`src/rtl/divider_scheduler.sv`:
```
// Round-robin arbiter sharing one fixed-latency divider among NUM_CH channels.
// One operation in flight; the result returns to the granted channel with a done strobe.
module divider_scheduler #(
    parameter int NUM_CH              = 4,
    parameter int AMPLITUDE_DATA_SIZE = 16,
    parameter int QUOTIENT_SIZE       = 8,
    parameter int FRACTIONAL_SIZE     = 8,
    parameter int DIV_LATENCY         = 2
) (
    input  logic                                  i_clock,
    input  logic                                  i_reset,
    input  logic [NUM_CH-1:0]                     i_req,
    input  logic [NUM_CH*AMPLITUDE_DATA_SIZE-1:0] i_reference,
    input  logic [NUM_CH*AMPLITUDE_DATA_SIZE-1:0] i_error,
    output logic [AMPLITUDE_DATA_SIZE-1:0]        o_div_reference,
    output logic [AMPLITUDE_DATA_SIZE-1:0]        o_div_error,
    output logic                                  o_div_valid,
    input  logic [QUOTIENT_SIZE-1:0]              i_div_quotient,
    input  logic [FRACTIONAL_SIZE-1:0]            i_div_fractional,
    output logic [NUM_CH-1:0]                     o_grant,
    output logic [NUM_CH-1:0]                     o_done,
    output logic [QUOTIENT_SIZE-1:0]              o_quotient,
    output logic [FRACTIONAL_SIZE-1:0]            o_fractional,
    output logic                                  o_div_by_zero,
    output logic                                  o_busy
);

    localparam int W  = AMPLITUDE_DATA_SIZE;
    localparam int IW = (NUM_CH > 1) ? $clog2(NUM_CH) : 1;
    localparam int CW = $clog2(DIV_LATENCY + 1);

    typedef enum logic [1:0] {
        IDLE,
        ISSUE,
        WAIT,
        DONE
    } state_t;

    state_t                 state;
    state_t                 state_next;
    logic [IW-1:0]          ptr;
    logic [IW-1:0]          gidx;
    logic [NUM_CH-1:0]      grant;
    logic [W-1:0]           op_ref;
    logic [W-1:0]           op_err;
    logic [CW-1:0]          cnt;
    logic [QUOTIENT_SIZE-1:0]   quot;
    logic [FRACTIONAL_SIZE-1:0] frac;
    logic                   dbz;

    logic                   sel_found;
    logic [IW-1:0]          sel_idx;
    logic [W-1:0]           sel_ref;
    logic [W-1:0]           sel_err;

    // First requester at or after the pointer, wrapping modulo NUM_CH.
    always_comb begin : select
        int k;
        k         = 0;
        sel_found = 1'b0;
        sel_idx   = '0;
        for (int i = 0; i < NUM_CH; i++) begin
            k = int'(ptr) + i;
            if (k >= NUM_CH) begin
                k = k - NUM_CH;
            end
            if (!sel_found && i_req[k[IW-1:0]]) begin
                sel_found = 1'b1;
                sel_idx   = k[IW-1:0];
            end
        end
    end

    assign sel_ref = i_reference[int'(sel_idx)*W +: W];
    assign sel_err = i_error[int'(sel_idx)*W +: W];

    always_comb begin
        state_next = state;
        unique case (state)
            IDLE: begin
                if (sel_found) begin
                    state_next = (sel_ref == '0) ? DONE : ISSUE;
                end
            end
            ISSUE: state_next = WAIT;
            WAIT: begin
                if (cnt == CW'(1)) begin
                    state_next = DONE;
                end
            end
            DONE: state_next = IDLE;
            default: state_next = IDLE;
        endcase
    end

    always_ff @(posedge i_clock or posedge i_reset) begin
        if (i_reset) begin
            state <= IDLE;
        end else begin
            state <= state_next;
        end
    end

    always_ff @(posedge i_clock or posedge i_reset) begin
        if (i_reset) begin
            ptr    <= '0;
            gidx   <= '0;
            grant  <= '0;
            op_ref <= '0;
            op_err <= '0;
            cnt    <= '0;
            quot   <= '0;
            frac   <= '0;
            dbz    <= 1'b0;
        end else begin
            unique case (state)
                IDLE: begin
                    if (sel_found) begin
                        gidx   <= sel_idx;
                        grant  <= NUM_CH'(1) << sel_idx;
                        op_ref <= sel_ref;
                        op_err <= sel_err;
                        // Zero divisor skips the divider and reports saturated ones.
                        if (sel_ref == '0) begin
                            dbz  <= 1'b1;
                            quot <= '1;
                            frac <= '1;
                        end else begin
                            dbz <= 1'b0;
                        end
                    end
                end
                ISSUE: begin
                    cnt <= CW'(DIV_LATENCY);
                end
                WAIT: begin
                    cnt <= cnt - CW'(1);
                    if (cnt == CW'(1)) begin
                        quot <= i_div_quotient;
                        frac <= i_div_fractional;
                    end
                end
                DONE: begin
                    grant <= '0;
                    dbz   <= 1'b0;
                    ptr   <= (gidx == IW'(NUM_CH - 1)) ? '0 : gidx + IW'(1);
                end
                default: begin
                    grant <= '0;
                end
            endcase
        end
    end

    assign o_div_reference = op_ref;
    assign o_div_error     = op_err;
    assign o_div_valid     = (state == ISSUE);
    assign o_grant         = grant;
    assign o_done          = (state == DONE) ? grant : '0;
    assign o_quotient      = quot;
    assign o_fractional    = frac;
    assign o_div_by_zero   = (state == DONE) && dbz;
    assign o_busy          = (state != IDLE);

endmodule

```
`config.mk`:
```
export PLATFORM = sky130hd
export DESIGN_NAME = divider_scheduler
export DESIGN_NICKNAME = d
export VERILOG_FILES = /design/src/rtl/divider_scheduler.sv
export SDC_FILE = /design/constraint.sdc
export NUM_CORES = 1
export LEC_CHECK = 0
export CAP_MARGIN = 20
export CORE_MARGIN = 2
export CORE_UTILIZATION = 40
export DETAILED_ROUTE_END_ITERATION = 10
export PLACE_DENSITY = 0.87
export SKIP_CTS_REPAIR_TIMING = 1
export SLEW_MARGIN = 20
export SYNTH_ARGS = -nofsm -noshare
export SYNTH_HDL_FRONTEND = slang
export SYNTH_SLANG_ARGS = --single-unit
```
`constraint.sdc`:
```
create_clock -name i_clock -period 3.15 [get_ports i_clock]
set_input_delay 0.63 -clock i_clock [delete_from_list [all_inputs] [get_ports i_clock]]
set_output_delay 0.63 -clock i_clock [all_outputs]
set_load 0.01 [all_outputs]
```
==> run_results.csv, run 1 <==
group,metric,value,unit
final_layout,fin_util,70.3,%
floorplan,core,9330,um^2
clock_tree,cts_sinks,61,
grt,grt_start_max_net_pins,39,
pwr,combinationalPowerShare,58.7,%
worst_setup_path,cp_slowest_cell,"clkdlybuf4s50_1",
routing,via_per_inst,5.20,
final_layout,drive_gt1_share,12.6,%
floorplan,initial_core_util,41.5,%
worst_setup_path,critical_path_arrival,3.28,ns
hold_path,holdPathEnd,"o_div_error[1]",
yosys,synth_edf_count,0,
final_layout,num_antenna_cells,0,
yosys,syn_area,3870,um^2
floorplan,dieArea,10500,um^2
routing,drt-total-wl,13400,um
clock_tree,max-clock-path-buffers,2,
grt,grt_overflow,0,
worst_setup_path,end_kind,"flip-flop",
routing,final_antenna_net_count,0,
final_layout,syn2layout_area_growth,69.6,%
grt,antenna_found_initial,0,
placement,gp_congestion,0.797,
floorplan,chipHeight,102,um
status,status,"complete, no violations",
sta,clock_skew,0.00583,ns
worst_setup_path,r2r-start,"ptr[0]",
grt,grt_pass1_vias,4083,
yosys,ys.warnings.count,0,
sta,fin_crit_sh,97.3,%
sta,max_freq,326,MHz
yosys,synth_cells,455,
floorplan,io_pins,209,
routing,vias,4163,
worst_setup_path,critical_path_class,"primary input to flip-flop",
pwr,p_leak,2.77,nW
pwr,power.internal,3.43,mW
sta,fin_crit,3.07,ns
worst_setup_path,rr_worst_depth,13,
sta,relSlewSlack,48.0,%
sta,final-setup-viol-count,0,
grt,grt_pass1_wl,19500,um
final_layout,final_area,6560,um^2
worst_setup_path,reg2reg_to,"o_fractional[7]",
final_layout,final_cell_mix,"207 x clkdlybuf4s50_1, 118 x nand2_1, 61 x dfrtp_1, 52 x o21ai_0, 31 x mux2i_1",
worst_setup_path,critPathTopFamily,"buffers and inverters",
worst_setup_path,rrSetupSlack,0.45,ns
pwr,seqPwrFrac,25.5,%
yosys,synth-async-reset-ratio,100,%
pwr,switchingPower,2.26,mW
placement,placed_area,6180,um^2
worst_setup_path,path_max_fanout,16,
clock_tree,cts_buffers,9,
floorplan,die_w,102,um
yosys,syn-num-nets,612,
floorplan,placementRows,35,
pwr,total_power,5.69,mW
clock_tree,htree_levels,3,
worst_setup_path,worstPathCellList,"clkdlybuf4s50_1 > nand2b_1 > a21oi_2 > o32a_4 > buf_12 > clkbuf_16 > mux2i_2 > mux2_2 > nand4_1 > nor4_4 > buf_4 > clkbuf_16 > buf_4 > a22o_1",
pwr,powerDensity,868,nW/um^2
yosys,synth_seq_cells,61,
final_layout,nets,824,
placement,hpwl,9950,um
yosys,ys.flop_type,"dfrtp_1",
routing,wire_per_inst,16.7,um
yosys,syn_avg_cell_area,8.50,um^2
sta,hold_viol_final,0,
pwr,p_clk_share,15.8,%
final_layout,n_fill_cell,703,
worst_setup_path,crit_required,3.37,ns
routing,first_iter_violations,117,
clock_tree,clk_pin_slew,0.07,ns
yosys,netlist-cell-type-count,37,
final_layout,final_common_cell,"clkdlybuf4s50_1",
sta,worst_slew_pin_slew,0.772,ns
job,max_cap_viol_count,0,
hold_path,min_path_type,"flip-flop to flip-flop",
clock_tree,cts_tree,"yes",
clock_tree,clk_latency,0.33,ns
routing,drc_errors,0,
pwr,ir_drop,0.529,mV
sta,final_max_slew_viol_count,0,
grt,grt_usage,23.8,%
routing,dr.pass1.iters,4,
worst_setup_path,critPathMaxStageDelay,0.47,ns
worst_setup_path,start_kind,"primary input",
placement,port_buffers,208,
clock_tree,root_buffer,"clkbuf_8",
yosys,yosysSeqAreaShare,39.5,%
hold_path,worstHoldStart,"o_div_error[1]",
worst_setup_path,cp_num_buf_inv,6,
hold_path,holdPathStages,2,
pwr,swShare,39.7,%
cells in the mapped netlist (2+ instances only):
cell,number,area share [%]
nor3_1,16,2.1
dfrtp_1,61,39
a21oi_1,5,0.65
nand4_1,3,0.49
buf_2,4,0.52
a32o_1,2,0.52
a211oi_1,5,0.97
o22ai_1,16,2.6
ha_1,7,2.3
buf_4,2,0.39
nand3_1,17,2.2
o32a_1,2,0.52
nor2_1,25,2.4
buf_1,4,0.39
clkbuf_1,19,1.8
a211oi_2,12,3.9
nor2b_1,2,0.32
mux2i_1,34,8.8
inv_1,8,0.78
mux2_2,18,5.2
buf_6,5,1.5
nand2_1,118,11
and2_1,5,0.81
o21ai_0,52,6.7
per-layer routing:
metal,vias to the layer above,routed length (um),track usage (%)
met5,-,0,0
met4,0,272,7.59
met3,21,1000,5.61
met2,144,6990,44.5
met1,1987,5110,26.6
li1,2011,-,-
power by group through the flow:
stage	sequential, mW	clock (mW)	combinational, mW
3_3_place_gp	1.43	0	3.12
4_1_cts	1.44	0.911	3.26
6_report	1.45	0.900	3.34
3_5_place_dp	1.45	0	3.24
5_1_grt	1.50	0.945	3.64
2_1_floorplan	1.55	0	1.68
cell type report:
cell class                      instances  area, um^2  share of cell area [%]
Tap cell                              129         161                    2.46
Clock inverter                          3        90.1                    1.37
Inverter                                8        30.0                   0.458
Sequential cell                        61        1530                    23.3
Multi-Input combinational cell        352        2180                    33.2
Clock buffer                           13         169                    2.58
Timing Repair Buffer                  235        2400                    36.7
sequential cells by signal, summed over array words and instances (netlist names):
signal,flops
o_quotient,8
ptr,2
o_grant,4
gidx,2
o_div_reference,16
cnt,2
state,2
o_div_error,16
o_fractional,8
dbz,1
cell families after synthesis:
kind of cell             share of synthesized area (%)
multiplexers                                      14.3
flip-flops                                        39.5
adder cells (fa/ha/maj)                           2.26
AND/OR/NAND/NOR                                   21.7
buffers and inverters                             5.37
AO/OA/AOI/OAI                                     16.9
worst min-delay path, cell delays in order, from the launching register on:
cell and delay (ns):
dfrtp_1 0.34, nand2_1 0.04, o21ai_0 0.06
worst max-delay path by stage:
stage,from,endpoint,slack (ns),cells after the start
after floorplan,i_req[2],o_fractional[0],0.45,11
after global placement,i_req[0],o_quotient[4],-0.13,13
after detailed placement,i_req[1],o_quotient[3],-0.26,12
after CTS,i_req[1],o_fractional[7],0.09,12
after global routing,i_req[1],o_quotient[1],-0.03,14
final,i_req[1],dbz,0.08,14
through the flow:
step | std cells | hold slack (ns) | TNS [ns] | worst slack (ns)
floorplan | 455 | 0.457 | 0 | 0.448
global placement | 781 | 0.463 | -2.03 | -0.133
detailed placement | 781 | 0.471 | -3.97 | -0.258
CTS | 797 | 0.485 | 0 | 0.0858
global route | 801 | 0.509 | -0.0828 | -0.0254
finish | 801 | 0.482 | 0 | 0.0841
(Power assumes the default switching activity.)
==> inputs of run 2 (changes only) <==
- CORE_UTILIZATION: 40 -> 36
- GPL_ROUTABILITY_DRIVEN: not set -> 1
- PLACE_DENSITY: 0.87 -> 0.83
- SLEW_MARGIN: 20 -> not set
- clock period: 3.15 -> 2.5 ns (I/O delays scaled with it)
==> run_results.csv, run 2 (synthesis gave the netlist of run 1 again) <==
group,metric,value,unit
routing,drt-total-wl,13900,um
final_layout,num_antenna_cells,0,
clock_tree,cts_sinks,61,
worst_setup_path,worstPathCellList,"dlymetal6s2s_1 > nand2b_4 > a21oi_2 > o32a_4 > clkbuf_16 > mux2i_1 > mux2_2 > nand4_1 > nor4_4 > buf_4 > clkbuf_16 > nor3_2 > a211oi_2",
worst_setup_path,crit_path_end,"o_quotient[6]",
pwr,p_leak,2.90,nW
routing,drc_errors,0,
worst_setup_path,rrSetupSlack,-0.16,ns
worst_setup_path,critical_path_arrival,2.94,ns
placement,port_buffers,208,
placement,placed_area,6280,um^2
final_layout,syn2layout_area_growth,74.7,%
clock_tree,max-clock-path-buffers,2,
worst_setup_path,path_max_fanout,6,
worst_setup_path,critPathMaxStageDelay,0.45,ns
clock_tree,clk_latency,0.34,ns
worst_setup_path,startpoint,"i_req[1]",
sta,max_freq,373,MHz
final_layout,final_area,6760,um^2
routing,final_antenna_net_count,0,
grt,antenna_found_initial,0,
sta,hold_viol_final,0,
worst_setup_path,crit_top_cell,"clkbuf_16",
floorplan,die_w,108,um
worst_setup_path,r2r-start,"ptr[1]",
grt,grt_pass1_wl,20300,um
grt,grt_start_max_net_pins,52,
sta,worst_slew_pin_slew,0.579,ns
sta,fin_crit,2.68,ns
routing,dr.pass1.iters,4,
clock_tree,cts_buffers,9,
status,status,"complete, but fails checks",
sta,final_max_slew_viol_count,0,
grt,grt_pass1_vias,4291,
worst_setup_path,rr_worst_depth,11,
floorplan,initial_core_util,37.3,%
pwr,powerDensity,1060,nW/um^2
worst_setup_path,critical_path_class,"primary input to flip-flop",
status,violations,"negative setup slack",
floorplan,placementRows,37,
sta,relSlewSlack,61.3,%
final_layout,final_common_cell,"clkdlybuf4s50_1",
routing,wire_per_inst,16.9,um
floorplan,io_pins,209,
grt,grt_usage,22.2,%
clock_tree,cts_tree,"yes",
routing,via_per_inst,5.20,
worst_setup_path,cp_slowest_cell,"o32a_4",
final_layout,final_cell_mix,"203 x clkdlybuf4s50_1, 118 x nand2_1, 60 x dfrtp_1, 52 x o21ai_0, 33 x mux2i_1",
floorplan,dieArea,11600,um^2
pwr,ir_drop,0.529,mV
sta,clock_skew,0.0127,ns
placement,hpwl,10000,um
clock_tree,clk_pin_slew,0.08,ns
hold_path,holdPathStages,2,
placement,gp_congestion,0.851,
floorplan,chipHeight,108,um
final_layout,nets,838,
clock_tree,htree_levels,3,
sta,worst_slack,-0.183,ns
final_layout,n_fill_cell,833,
worst_setup_path,end_kind,"flip-flop",
grt,grt_overflow,0,
sta,final-setup-viol-count,18,
worst_setup_path,crit_required,2.76,ns
routing,first_iter_violations,212,
worst_setup_path,reg2reg_to,"o_quotient[6]",
sta,rsz0062_at_grt,"true",
final_layout,seq_area,1530,um^2
clock_tree,root_buffer,"clkbuf_8",
hold_path,min_path_type,"flip-flop to flip-flop",
final_layout,drive_gt1_share,15.9,%
floorplan,core,10400,um^2
routing,vias,4268,
worst_setup_path,start_kind,"primary input",
sta,hold_ws,0.478,ns
job,max_cap_viol_count,0,
final_layout,multiInputGateArea,2250,um^2
sta,fin_crit_sh,107,%
[run 2: cell type report]
type | count | share of cell area (%)
Clock buffer | 11 | 2.24
Clock inverter | 4 | 0.704
Timing Repair Buffer | 249 | 38.2
Multi-Input combinational cell | 352 | 33.2
Inverter | 8 | 0.444
Tap cell | 136 | 2.52
Sequential cell | 61 | 22.6
[run 2: worst min path at each step]
stage                               from             end  slack [ns]
after global placement    o_div_error[2]  o_div_error[2]        0.46
after CTS                 o_div_error[2]  o_div_error[2]        0.48
final                     o_div_error[7]  o_div_error[7]        0.48
after floorplan                   cnt[0]          cnt[0]        0.46
after global routing      o_div_error[6]  o_div_error[6]        0.51
after detailed placement  o_div_error[2]  o_div_error[2]        0.47
[run 2: worst max-delay path: cells and delay by family]
kind	cells	cell delay, ns
multiplexers	2	0.45
buffers and inverters	4	0.70
AND/OR/NAND/NOR	4	0.64
AO/OA/AOI/OAI	3	0.65
[run 2: per-stage QoR]
stage | cells | TNS [ns] | setup WS [ns] | total power [mW] | util (%)
2_1_floorplan | 455 | -0.563 | -0.0466 | 4.12 | -
3_3_place_gp | 796 | -10.66 | -0.612 | 5.87 | 60.6
3_5_place_dp | 796 | -13.74 | -0.754 | 6.04 | 60.6
4_1_cts | 811 | -6.56 | -0.415 | 6.96 | 62.5
5_1_grt | 821 | -4.73 | -0.300 | 7.63 | 65.2
6_report | 821 | -2.44 | -0.183 | 7.13 | 65.2
[run 2: layer usage]
| layer | share of wire, % | global-route usage (%) | up-vias |
|---|---|---|---|
| met2 | 51 | 40.7 | 195 |
| met1 | 38 | 24.8 | 2005 |
| met3 | 8.2 | 5.45 | 32 |
| met4 | 2.6 | 7.88 | 0 |
| li1 | - | - | 2036 |
| met5 | 0 | 0 | - |
[run 2: power by group]
| group | internal (mW) | total [mW] | switching [mW] | leakage (nW) |
|---|---|---|---|---|
| clock network | 0.506 | 0.903 | 0.398 | 0.101 |
| logic | 2.25 | 4.41 | 2.15 | 2.09 |
| registers | 1.48 | 1.82 | 0.344 | 0.709 |
| total | 4.24 | 7.13 | 2.89 | 2.90 |
